==> src/rtl/mult_pkg.sv <==
// Shared definitions for the multiplier-sharing controller: FSM state
// encoding, default sizes and a helper for index widths.
package mult_pkg;

    localparam int DEFAULT_WIDTH = 16;
    localparam int DEFAULT_NREQ  = 2;

    typedef enum logic [1:0] {
        IDLE  = 2'd0,
        ISSUE = 2'd1,
        WAIT  = 2'd2,
        RESP  = 2'd3
    } state_t;

    // Bits needed to hold a requester index (at least one bit).
    function automatic int idx_width(input int n);
        return (n > 1) ? $clog2(n) : 1;
    endfunction

endpackage

==> src/rtl/mult_share_ctrl_if.sv <==
// Bundle of requester-side and multiplier-side signals of the sharing
// controller. The controller uses the slave view; the environment the master.
interface mult_share_ctrl_if #(
    parameter int WIDTH = mult_pkg::DEFAULT_WIDTH,
    parameter int NREQ  = mult_pkg::DEFAULT_NREQ
);
    // Requester side
    logic [NREQ-1:0]       Req;
    logic [NREQ*WIDTH-1:0] Req_A;
    logic [NREQ*WIDTH-1:0] Req_B;
    logic [NREQ-1:0]       Gnt;
    logic                  Rsp_Valid;
    logic [2:0]            Rsp_Id;
    logic [2*WIDTH-1:0]    Rsp_Product;
    logic                  Rsp_Err;
    logic                  Busy;
    // Multiplier side
    logic [WIDTH-1:0]      Mul_Mcand;
    logic [WIDTH-1:0]      Mul_Mplier;
    logic                  Mul_St;
    logic                  Mul_Rst;
    logic                  Mul_Done;
    logic [2*WIDTH-1:0]    Mul_Product;

    modport slave (
        input  Req, Req_A, Req_B, Mul_Done, Mul_Product,
        output Gnt, Rsp_Valid, Rsp_Id, Rsp_Product, Rsp_Err, Busy,
               Mul_Mcand, Mul_Mplier, Mul_St, Mul_Rst
    );

    modport master (
        output Req, Req_A, Req_B, Mul_Done, Mul_Product,
        input  Gnt, Rsp_Valid, Rsp_Id, Rsp_Product, Rsp_Err, Busy,
               Mul_Mcand, Mul_Mplier, Mul_St, Mul_Rst
    );

endinterface

==> src/rtl/rr_arbiter.sv <==
// Combinational round-robin pick: the first asserted request at or after
// the pointer, wrapping around. Returns one-hot and index forms of the winner.
module rr_arbiter #(
    parameter int NREQ  = 2,
    parameter int IDX_W = 1
) (
    input  logic [NREQ-1:0]  req_i,
    input  logic [IDX_W-1:0] ptr_i,
    output logic [NREQ-1:0]  gnt_o,
    output logic [IDX_W-1:0] idx_o,
    output logic             any_o
);

    logic [IDX_W-1:0] cand;
    logic             found;

    // Scan requesters in priority order starting at the pointer.
    // NOTE: every output of a combinational block gets a default before any
    // branch; a path that leaves one unassigned would infer a latch.
    always_comb begin
        gnt_o = '0;
        idx_o = '0;
        found = 1'b0;
        cand  = '0;
        for (int off = 0; off < NREQ; off++) begin
            cand = IDX_W'((int'(ptr_i) + off) % NREQ);
            if (!found && req_i[cand]) begin
                found        = 1'b1;
                idx_o        = cand;
                gnt_o[cand]  = 1'b1;
            end
        end
        any_o = found;
    end

endmodule

==> src/rtl/mult_share_ctrl.sv <==
// Shares one shift-add multiplier between NREQ requesters: round-robin
// grant, operand capture, start pulse, wait for Done (with watchdog),
// then a one-cycle response tagged with the winner's index.
module mult_share_ctrl
    import mult_pkg::*;
#(
    parameter int WIDTH   = DEFAULT_WIDTH,
    parameter int NREQ    = DEFAULT_NREQ,
    parameter int MAX_CYC = 2 * WIDTH + 4
) (
    input  logic             Clk,
    input  logic             Reset,
    mult_share_ctrl_if.slave bus
);

    localparam int IDX_W = idx_width(NREQ);
    localparam int TMR_W = $clog2(MAX_CYC + 1);

    state_t             state_q,  state_d;
    logic [IDX_W-1:0]   ptr_q,    ptr_d;
    logic [IDX_W-1:0]   win_q,    win_d;
    logic [NREQ-1:0]    gnt_q,    gnt_d;
    logic [WIDTH-1:0]   mcand_q,  mcand_d;
    logic [WIDTH-1:0]   mplier_q, mplier_d;
    logic [TMR_W-1:0]   timer_q,  timer_d;
    logic [2*WIDTH-1:0] prod_q,   prod_d;
    logic               err_q,    err_d;
    logic               mul_rst;

    logic [NREQ-1:0]    arb_gnt;
    logic [IDX_W-1:0]   arb_idx;
    logic               arb_any;

    rr_arbiter #(
        .NREQ  (NREQ),
        .IDX_W (IDX_W)
    ) u_arb (
        .req_i (bus.Req),
        .ptr_i (ptr_q),
        .gnt_o (arb_gnt),
        .idx_o (arb_idx),
        .any_o (arb_any)
    );

    // Next-state and datapath updates for the IDLE/ISSUE/WAIT/RESP sequence.
    always_comb begin
        state_d  = state_q;
        ptr_d    = ptr_q;
        win_d    = win_q;
        gnt_d    = gnt_q;
        mcand_d  = mcand_q;
        mplier_d = mplier_q;
        timer_d  = timer_q;
        prod_d   = prod_q;
        err_d    = err_q;
        mul_rst  = 1'b0;
        case (state_q)
            IDLE: begin
                if (arb_any) begin
                    win_d = arb_idx;
                    gnt_d = arb_gnt;
                    for (int i = 0; i < NREQ; i++) begin
                        if (arb_idx == IDX_W'(i)) begin
                            mcand_d  = bus.Req_A[i*WIDTH +: WIDTH];
                            mplier_d = bus.Req_B[i*WIDTH +: WIDTH];
                        end
                    end
                    state_d = ISSUE;
                end
            end
            ISSUE: begin
                ptr_d   = (win_q == IDX_W'(NREQ - 1)) ? '0 : win_q + 1'b1;
                timer_d = '0;
                state_d = WAIT;
            end
            WAIT: begin
                timer_d = timer_q + 1'b1;
                // Done wins over a watchdog expiry in the same cycle.
                if (bus.Mul_Done) begin
                    prod_d  = bus.Mul_Product;
                    err_d   = 1'b0;
                    state_d = RESP;
                end else if (timer_q == TMR_W'(MAX_CYC)) begin
                    mul_rst = 1'b1;
                    prod_d  = '0;
                    err_d   = 1'b1;
                    state_d = RESP;
                end
            end
            RESP: begin
                state_d = IDLE;
            end
            default: begin
                state_d = IDLE;
            end
        endcase
    end

    // State and datapath registers with synchronous reset.
    // NOTE: sequential state uses non-blocking assignments so every register
    // samples the pre-edge values, independent of statement order.
    // NOTE: operand and result registers are reset as well, because they
    // reach ports that must read zero straight out of reset.
    always_ff @(posedge Clk) begin
        if (Reset) begin
            state_q  <= IDLE;
            ptr_q    <= '0;
            win_q    <= '0;
            gnt_q    <= '0;
            mcand_q  <= '0;
            mplier_q <= '0;
            timer_q  <= '0;
            prod_q   <= '0;
            err_q    <= 1'b0;
        end else begin
            state_q  <= state_d;
            ptr_q    <= ptr_d;
            win_q    <= win_d;
            gnt_q    <= gnt_d;
            mcand_q  <= mcand_d;
            mplier_q <= mplier_d;
            timer_q  <= timer_d;
            prod_q   <= prod_d;
            err_q    <= err_d;
        end
    end

    // Pulses are decoded from the state so each lasts exactly one cycle.
    assign bus.Gnt         = (state_q == ISSUE) ? gnt_q : '0;
    assign bus.Mul_St      = (state_q == ISSUE);
    assign bus.Mul_Rst     = mul_rst;
    assign bus.Mul_Mcand   = mcand_q;
    assign bus.Mul_Mplier  = mplier_q;
    assign bus.Busy        = (state_q != IDLE);
    assign bus.Rsp_Valid   = (state_q == RESP);
    assign bus.Rsp_Id      = (state_q == RESP) ? 3'(win_q) : 3'd0;
    assign bus.Rsp_Product = (state_q == RESP) ? prod_q : '0;
    assign bus.Rsp_Err     = (state_q == RESP) && err_q;

endmodule

==> src/flat_wrapper.sv <==
// flat-port wrapper written by rule: the top's interface ports become plain ports
module mult_share_ctrl_flat import mult_pkg::*;
#(
    parameter int WIDTH   = DEFAULT_WIDTH,
    parameter int NREQ    = DEFAULT_NREQ,
    parameter int MAX_CYC = 2 * WIDTH + 4
)
  (Clk, Reset, bus_Req, bus_Req_A, bus_Req_B, bus_Mul_Done, bus_Mul_Product, bus_Gnt, bus_Rsp_Valid, bus_Rsp_Id, bus_Rsp_Product, bus_Rsp_Err, bus_Busy, bus_Mul_Mcand, bus_Mul_Mplier, bus_Mul_St, bus_Mul_Rst);
  mult_share_ctrl_if #(.WIDTH(WIDTH), .NREQ(NREQ)) bus_i ();
  input  logic Clk;
  input  logic Reset;
  input wire logic [$bits(bus_i.Req)-1:0] bus_Req;
  input wire logic [$bits(bus_i.Req_A)-1:0] bus_Req_A;
  input wire logic [$bits(bus_i.Req_B)-1:0] bus_Req_B;
  input wire logic [$bits(bus_i.Mul_Done)-1:0] bus_Mul_Done;
  input wire logic [$bits(bus_i.Mul_Product)-1:0] bus_Mul_Product;
  output wire logic [$bits(bus_i.Gnt)-1:0] bus_Gnt;
  output wire logic [$bits(bus_i.Rsp_Valid)-1:0] bus_Rsp_Valid;
  output wire logic [$bits(bus_i.Rsp_Id)-1:0] bus_Rsp_Id;
  output wire logic [$bits(bus_i.Rsp_Product)-1:0] bus_Rsp_Product;
  output wire logic [$bits(bus_i.Rsp_Err)-1:0] bus_Rsp_Err;
  output wire logic [$bits(bus_i.Busy)-1:0] bus_Busy;
  output wire logic [$bits(bus_i.Mul_Mcand)-1:0] bus_Mul_Mcand;
  output wire logic [$bits(bus_i.Mul_Mplier)-1:0] bus_Mul_Mplier;
  output wire logic [$bits(bus_i.Mul_St)-1:0] bus_Mul_St;
  output wire logic [$bits(bus_i.Mul_Rst)-1:0] bus_Mul_Rst;
  assign bus_i.Req = bus_Req;
  assign bus_i.Req_A = bus_Req_A;
  assign bus_i.Req_B = bus_Req_B;
  assign bus_i.Mul_Done = bus_Mul_Done;
  assign bus_i.Mul_Product = bus_Mul_Product;
  assign bus_Gnt = bus_i.Gnt;
  assign bus_Rsp_Valid = bus_i.Rsp_Valid;
  assign bus_Rsp_Id = bus_i.Rsp_Id;
  assign bus_Rsp_Product = bus_i.Rsp_Product;
  assign bus_Rsp_Err = bus_i.Rsp_Err;
  assign bus_Busy = bus_i.Busy;
  assign bus_Mul_Mcand = bus_i.Mul_Mcand;
  assign bus_Mul_Mplier = bus_i.Mul_Mplier;
  assign bus_Mul_St = bus_i.Mul_St;
  assign bus_Mul_Rst = bus_i.Mul_Rst;
  mult_share_ctrl #(.WIDTH(WIDTH), .NREQ(NREQ), .MAX_CYC(MAX_CYC)) u_core (.Clk(Clk), .Reset(Reset), .bus(bus_i));
endmodule
==> config.mk <==
export PLATFORM = sky130hd
export DESIGN_NAME = mult_share_ctrl_flat
export DESIGN_NICKNAME = d
export VERILOG_FILES = /design/src/rtl/mult_pkg.sv /design/src/rtl/mult_share_ctrl_if.sv /design/src/rtl/rr_arbiter.sv /design/src/rtl/mult_share_ctrl.sv /design/src/flat_wrapper.sv
export SDC_FILE = /design/constraint.sdc
export NUM_CORES = 1
export LEC_CHECK = 0
export CAP_MARGIN = 20
export CELL_PAD_IN_SITES_DETAIL_PLACEMENT = 0
export CELL_PAD_IN_SITES_GLOBAL_PLACEMENT = 2
export CORE_UTILIZATION = 19
export CTS_CLUSTER_DIAMETER = 120
export DETAILED_ROUTE_END_ITERATION = 6
export PLACE_DENSITY = 0.77
export SETUP_SLACK_MARGIN = 0.02
export SLEW_MARGIN = 0
export SYNTH_ARGS = -nofsm -noshare
export SYNTH_HDL_FRONTEND = slang
export SYNTH_SLANG_ARGS = --single-unit
==> constraint.sdc <==
create_clock -name Clk -period 1.63 [get_ports Clk]
set_input_delay 0.163 -clock Clk [delete_from_list [all_inputs] [get_ports Clk]]
set_output_delay 0.163 -clock Clk [all_outputs]
set_load 0.01 [all_outputs]
; Yosys cells after proc, flatten, opt, wreduce, memory -nomap -nowiden
; Index checks and enable logic that the tools add are counted.
[totals]
mem_bits_rw = 0
rom_bits = 0
out_inout_bits = 74
mem_count = 0
wordCells = 67
in_bits = 101
latch_bits = 0
register_bits = 77
[classes]
div_mod_pow = 0
shift = 0
reduce_logical = 12
order_cmp = 4
bitwise_logic = 1
mul = 0
n_eq_ne = 6
mux = 32
add_sub_neg = 3
[op_table]
columns = cell, n
row1 = 2-to-1 mux 32 bit, 3
row2 = 2-to-1 mux 16 bit, 2
row3 = 2-to-1 mux 1 bit, 17
row4 = 2-to-1 mux 2 bit, 6
row5 = one-hot mux 6 bit (2 select lines), 1
row6 = one-hot mux 2 bit (4 select lines), 1
row7 = "adder 6 x 1 -> 6 bit, second input constant", 1
row8 = "equality test 6 bit, second input constant", 1
row9 = AND reduction 2 bit, 3
row10 = nonzero test 2 bit, 3
row11 = "equality test 2 bit, second input constant", 2
row12 = logical AND 1 bit, 4
row13 = "less-than comparator 1 x 2 -> 1 bit, second input constant", 2
row14 = "inequality test 3 x 2 -> 1 bit, second input constant", 1
row15 = "adder 1 bit, second input constant", 2
row16 = demux 1 bit (select 1 bit), 2
row17 = "equality test 2 x 1 -> 1 bit, second input constant", 1
row18 = ">= comparator 1 bit, second input constant", 2
row19 = zero test 2 bit, 1
row20 = "inequality test 2 x 1 -> 1 bit, second input constant", 1
row21 = bitwise OR 2 bit, 1
row22 = zero test 1 bit, 1

; Depth between registers and ports, before layout
[logic_depth]
ltp_word = 8
mapped_depth = 8
ltp_nobuf = 6

; Cells and area by module
; Synthesis repeated with hierarchy kept, for this count alone.
[unflattened]
cells_unflattened = 338
area_unflattened_um2 = 3331.9
[by_module_without_submodules]
columns = module, area_per_inst_um2, instances, seq_area_each_um2, cells_per_inst
row1 = mult_share_ctrl, 3299.4, 1, 1541.5, 333
row2 = rr_arbiter, 32.5, 1, 0.0, 5

; Least setup slack after synthesis
; OpenSTA, ideal clock, no wires.
[synth_path]
path_type = reg2out
start = register u_core.state_q[0]
end = output bus_Mul_Rst
path_slack_ns = -0.075
path_stages_with_launch = 7
arrival_time_ns = 1.542
n_path_buf = 2
required_time_ns = 1.467
path_cell_list = dfxtp_1 -> inv_1 -> ha_1 -> or4b_1 -> buf_2 -> buf_6 -> nor2_1
[synth_via]
elab_chain_cells = 2
[synth_rtl]
columns = element, line_no
row1 = from (decl), mult_share_ctrl.sv:19  ; state_t state_q, state_d;
row2 = from (signal assigned), mult_share_ctrl.sv:116  ; state_q <= state_d;
row3 = equality test 2 bit, mult_share_ctrl.sv:57  ; case (state_q)
row4 = 2-to-1 mux 1 bit, mult_share_ctrl.sv:57
row5 = to (decl), flat_wrapper.sv:26  ; output wire logic [$bits(bus_i.Mul_Rst)-1:0] bus_Mul_Rst;
; No other way between the ends.

; Worst setup path after layout
[layout_path]
start = register u_core.timer_q[0]
end = output bus_Mul_Rst
[layout_via]
elab_chain_cells = 4
[layout_rtl]
columns = element, line_no
row1 = from (decl), mult_share_ctrl.sv:25  ; logic [TMR_W-1:0] timer_q, timer_d;
row2 = from (signal assigned), mult_share_ctrl.sv:122  ; timer_q <= timer_d;
row3 = equality test 6 bit, mult_share_ctrl.sv:83  ; end else if (timer_q == TMR_W'(MAX_CYC)) begin
row4 = 2-to-1 mux 1 bit, mult_share_ctrl.sv:83
row5 = 2-to-1 mux 1 bit, mult_share_ctrl.sv:79  ; if (bus.Mul_Done) begin
row6 = 2-to-1 mux 1 bit, mult_share_ctrl.sv:57
; No other way between the ends.

==> metrics.txt <==
# TYPE chip_impl_metric gauge
chip_impl_metric{name="cap_viol_max_count",unit=""} 0
chip_impl_metric{name="core_area",unit="sq mm"} 0.0175
chip_impl_metric{name="synth_seq_cells",unit=""} 77
chip_impl_metric{name="asyncSetResetFlopFracSynth",unit="%"} 0
chip_impl_info{name="ys.flop_type",value="sky130_fd_sc_hd__dfxtp_1"} 1
chip_impl_metric{name="achievable-frequency",unit="MHz"} 543
chip_impl_metric{name="fp-row-count",unit=""} 48
chip_impl_metric{name="synthToLayoutAreaGrowth",unit="%"} 87.6
chip_impl_info{name="failing_checks",value="negative setup slack"} 1
chip_impl_info{name="crit_slowest_cell",value="sky130_fd_sc_hd__or4b_4"} 1
chip_impl_metric{name="diodes",unit=""} 0
chip_impl_info{name="worst_setup_path_start_kind",value="flip-flop"} 1
chip_impl_metric{name="cts_num_sinks",unit=""} 77
chip_impl_info{name="hold_class",value="in2reg"} 1
chip_impl_metric{name="vias_in_the_first_global_route",unit=""} 3535
chip_impl_info{name="synth_top_family_by_area",value="simple AND/OR/NAND/NOR gates"} 1
chip_impl_metric{name="yosys.area_share.simple",unit="%"} 22.2
chip_impl_metric{name="total_power",unit="W"} 0.00851
chip_impl_metric{name="initial_cell_density_of_the_core",unit="%"} 19.7
chip_impl_metric{name="vias",unit=""} 3539
chip_impl_info{name="yosys.area.top_type",value="sky130_fd_sc_hd__dfxtp_1"} 1
chip_impl_metric{name="post_synth_xor_area_fraction",unit="%"} 0.763
chip_impl_metric{name="hold_violations",unit=""} 0
chip_impl_metric{name="layout_setup_ws",unit="ns"} -0.213
chip_impl_metric{name="grt_antenna_before_repair",unit=""} 0
chip_impl_metric{name="clk_pin_slew_worst_paths",unit="ns"} 0.06
chip_impl_metric{name="p_leak",unit="nW"} 2.59
chip_impl_info{name="cts_root_buffer",value="sky130_fd_sc_hd__clkbuf_16"} 1
chip_impl_metric{name="path_max_fanout",unit=""} 3
chip_impl_info{name="synth_top_cells_by_area",value="sky130_fd_sc_hd__dfxtp_1 (45%), sky130_fd_sc_hd__mux2i_1 (9.3%), sky130_fd_sc_hd__a211oi_1 (7.2%)"} 1
chip_impl_info{name="crit_path_cell_trace",value="inv_2, ha_4, nand3_2, or4b_4, nor2_2, buf_2"} 1
chip_impl_metric{name="finalClockSkew",unit="ns"} 0.00291
chip_impl_metric{name="power.density_cell_area",unit="mW/mm^2"} 1320
chip_impl_metric{name="die_x",unit="um"} 137
chip_impl_metric{name="max_transition_viols_final",unit=""} 0
chip_impl_metric{name="final_layout_size_suffix_gt1_share",unit="%"} 29.6
chip_impl_metric{name="count_of_flip_flops_with_a_built_in_enable_after_synthesis",unit=""} 0
chip_impl_metric{name="insertion_delay",unit="ns"} 0.34
chip_impl_metric{name="post_route_drc_violation_count",unit=""} 0
chip_impl_metric{name="cp_data_arrival_time",unit="ns"} 1.68
chip_impl_metric{name="cts-buffers-inserted",unit=""} 9
chip_impl_metric{name="synth_adder_area_share",unit="%"} 2.54
chip_impl_metric{name="crit_path_max_incr_delay",unit="ns"} 0.52
chip_impl_metric{name="hold-worst-slack",unit="ns"} 0.164
chip_impl_metric{name="layout.cells.non_filler",unit=""} 833
chip_impl_metric{name="postRouteWirelength",unit="um"} 12100
chip_impl_info{name="worstSetupPathType",value="reg2out"} 1
chip_impl_metric{name="synthesis.area",unit="sq mm"} 0.00344
chip_impl_metric{name="yosys-mux-area-fraction",unit="%"} 9.30
chip_impl_info{name="synth_top_cells_by_count",value="sky130_fd_sc_hd__dfxtp_1 (77), sky130_fd_sc_hd__nand2_1 (41), sky130_fd_sc_hd__nor2_1 (40)"} 1
chip_impl_metric{name="syn-instance-count",unit=""} 404
chip_impl_metric{name="setup-violations-final",unit=""} 50
chip_impl_metric{name="gr-usage-all-layers",unit="%"} 13.0
chip_impl_metric{name="dp_cells",unit=""} 796
chip_impl_metric{name="ant_nets",unit=""} 0
chip_impl_info{name="worst_setup_path_end_kind",value="output pin"} 1
chip_impl_metric{name="drt_first_pass_iters",unit=""} 4
chip_impl_metric{name="h-tree-depth",unit=""} 3
chip_impl_metric{name="grt_start_max_net_pins",unit=""} 38
chip_impl_metric{name="avgSynthCellArea",unit="sq um"} 8.53
chip_impl_metric{name="synth_area_in_compound_gates",unit="%"} 15.0
chip_impl_metric{name="grt_pass1_wl",unit="um"} 18400
chip_impl_info{name="tritoncts",value="built"} 1
chip_impl_metric{name="max-clock-path-buffers",unit=""} 2
chip_impl_metric{name="proportion_of_netlist_area_held_by_the_largest_area_contributor",unit="%"} 44.8
chip_impl_metric{name="timing.final.crit_period",unit="ns"} 1.84
chip_impl_metric{name="synthDistinctLibCells",unit=""} 32
chip_impl_metric{name="final_area",unit="sq mm"} 0.00646
chip_impl_metric{name="grt_remaining_overflow",unit=""} 0
chip_impl_metric{name="max-vdd-ir-drop",unit="uV"} 474
chip_impl_metric{name="yosysWarnings",unit=""} 0
chip_impl_metric{name="gp_routability_congestion",unit=""} 0.734
chip_impl_metric{name="detailed_route_wire_length_per_cell",unit="um"} 14.5
chip_impl_metric{name="area.sequential",unit="sq mm"} 0.00155
chip_impl_metric{name="dieHeight",unit="um"} 137
chip_impl_info{name="setup_repair_after_global_routing_missed_its_margin",value="true"} 1
chip_impl_metric{name="totalNegativeSetupSlack",unit="ns"} -2.89
chip_impl_metric{name="filler_cell_count",unit=""} 1763
chip_impl_metric{name="io_buffers",unit=""} 172
chip_impl_metric{name="design.die.area",unit="sq mm"} 0.0187
chip_impl_metric{name="timing.final.crit_share",unit="%"} 113
chip_impl_metric{name="fin_nets",unit=""} 711
chip_impl_metric{name="cp_data_required_time",unit="ns"} 1.47
chip_impl_info{name="status",value="finished, violations left"} 1
chip_impl_metric{name="sequential_cell_area_fraction_in_the_yosys_report",unit="%"} 44.8
chip_impl_metric{name="vias_per_cell",unit=""} 4.25
chip_impl_metric{name="placement.cell_area",unit="sq mm"} 0.00559
chip_impl_metric{name="detailed_place_hpwl",unit="um"} 7870
chip_impl_metric{name="num_io_pins",unit=""} 175
chip_impl_metric{name="multi_input_gate_area",unit="sq mm"} 0.00202
chip_impl_metric{name="detail_route.iter0.violations",unit=""} 84
chip_impl_info{name="synth.most_common_cell",value="sky130_fd_sc_hd__dfxtp_1"} 1
power by group:
group / leakage, nW / switching (W) / internal [W]
clock network: 0.158 / 0.000781 / 0.00130
registers: 0.632 / 0.000249 / 0.00233
logic: 1.80 / 0.00178 / 0.00208
worst max-delay path, delay by kind of cell, from the launching register on:
family | cells | cell delay (ns)
DFF | 1 | 0.32
buffers and inverters | 2 | 0.20
adders and majority gates | 1 | 0.13
and+or+nand+nor | 3 | 0.69
cell type report:
type,count,area share (%)
multi-input cells,286,31.2
inverters,9,0.600
flip-flops and latches,77,23.9
clock buffers,12,4.12
repair buffers,220,35.1
clock inverters,4,0.697
well taps,225,4.36
state kept, by name (all words and copies together) (netlist names):
register and flops:
u_core.prod_q 32, u_core.bus.Mul_Mcand 16, u_core.err_q 1, u_core.state_q 2, u_core.win_q 1, u_core.ptr_q 1, u_core.timer_q 6, u_core.gnt_q 2
u_core.bus.Mul_Mplier 16
metal layers:
| layer | share of wire [%] | wire (um) | up-vias | track usage, % |
|---|---|---|---|---|
| li1 | - | - | 1779 | - |
| met1 | 42 | 5040 | 1603 | 14.9 |
| met2 | 47 | 5710 | 146 | 22.1 |
| met3 | 9.7 | 1170 | 11 | 4.48 |
| met4 | 1.5 | 183 | 0 | 5.19 |
| met5 | 0 | 0 | - | 0 |
per-stage QoR:
stage | util, % | worst slack [ns]
after floorplan | - | 0.00466
after global placement | 32.0 | -0.274
after detailed placement | 32.0 | -0.314
after CTS | 36.2 | -0.227
after global routing | 37.0 | -0.269
final | 37.0 | -0.213
final timing paths:
| kind | start | to | slack (ns) | depth (start not counted) |
|---|---|---|---|---|
| max | u_core.timer_q[0]$_SDFFE_PP0P_ | bus_Mul_Rst | -0.21 | 6 |
| min | Reset | u_core.gnt_q[0]$_SDFFE_PP0P_ | 0.16 | 2 |
| max reg2reg | u_core.timer_q[0]$_SDFFE_PP0P_ | u_core.prod_q[27]$_SDFFE_PP0P_ | -0.08 | 8 |
| min reg2reg | u_core.prod_q[24]$_SDFFE_PP0P_ | u_core.prod_q[24]$_SDFFE_PP0P_ | 0.46 | 2 |
cell families (layout without fill, tap and decap cells):
group           count (synthesis)  count (layout)
buf+inv                        42             245
other cells                     1               2
compound gates                 81              81
xor+xnor                        3               3
simple gates                  161             161
mux                            32              32
flops                          77              77
fa+ha+maj                       7               7
placed cells by master (no fill, tap or decap), drive strengths merged:
cell / n
o2bb2ai: 1
a211oi: 34
clkdlybuf4s50: 131
bufinv: 1
o21ai: 5
inv: 9
xor2: 3
o211ai: 1
or3: 1
clkbuf: 13
ha: 7
or2: 1
buf: 88
nand3: 35
nand2: 41
clkinv: 3
o41ai: 1
a32oi: 1
conb: 2
o311a: 1
a21oi: 37
nor2: 41
and2: 37
or4b: 1
nand2b: 1
mux2i: 32
dfxtp: 77
nor2b: 1
nand4: 2
repair_timing:
action,in CTS,in global routing
setup endpoints to repair,75,87
gates cloned,7,2
hold buffers,0,0
buffers inserted,11,7
hold endpoints to repair,0,0
resized for setup,242,42
pin swaps,42,7
(Power assumes the default switching activity.)
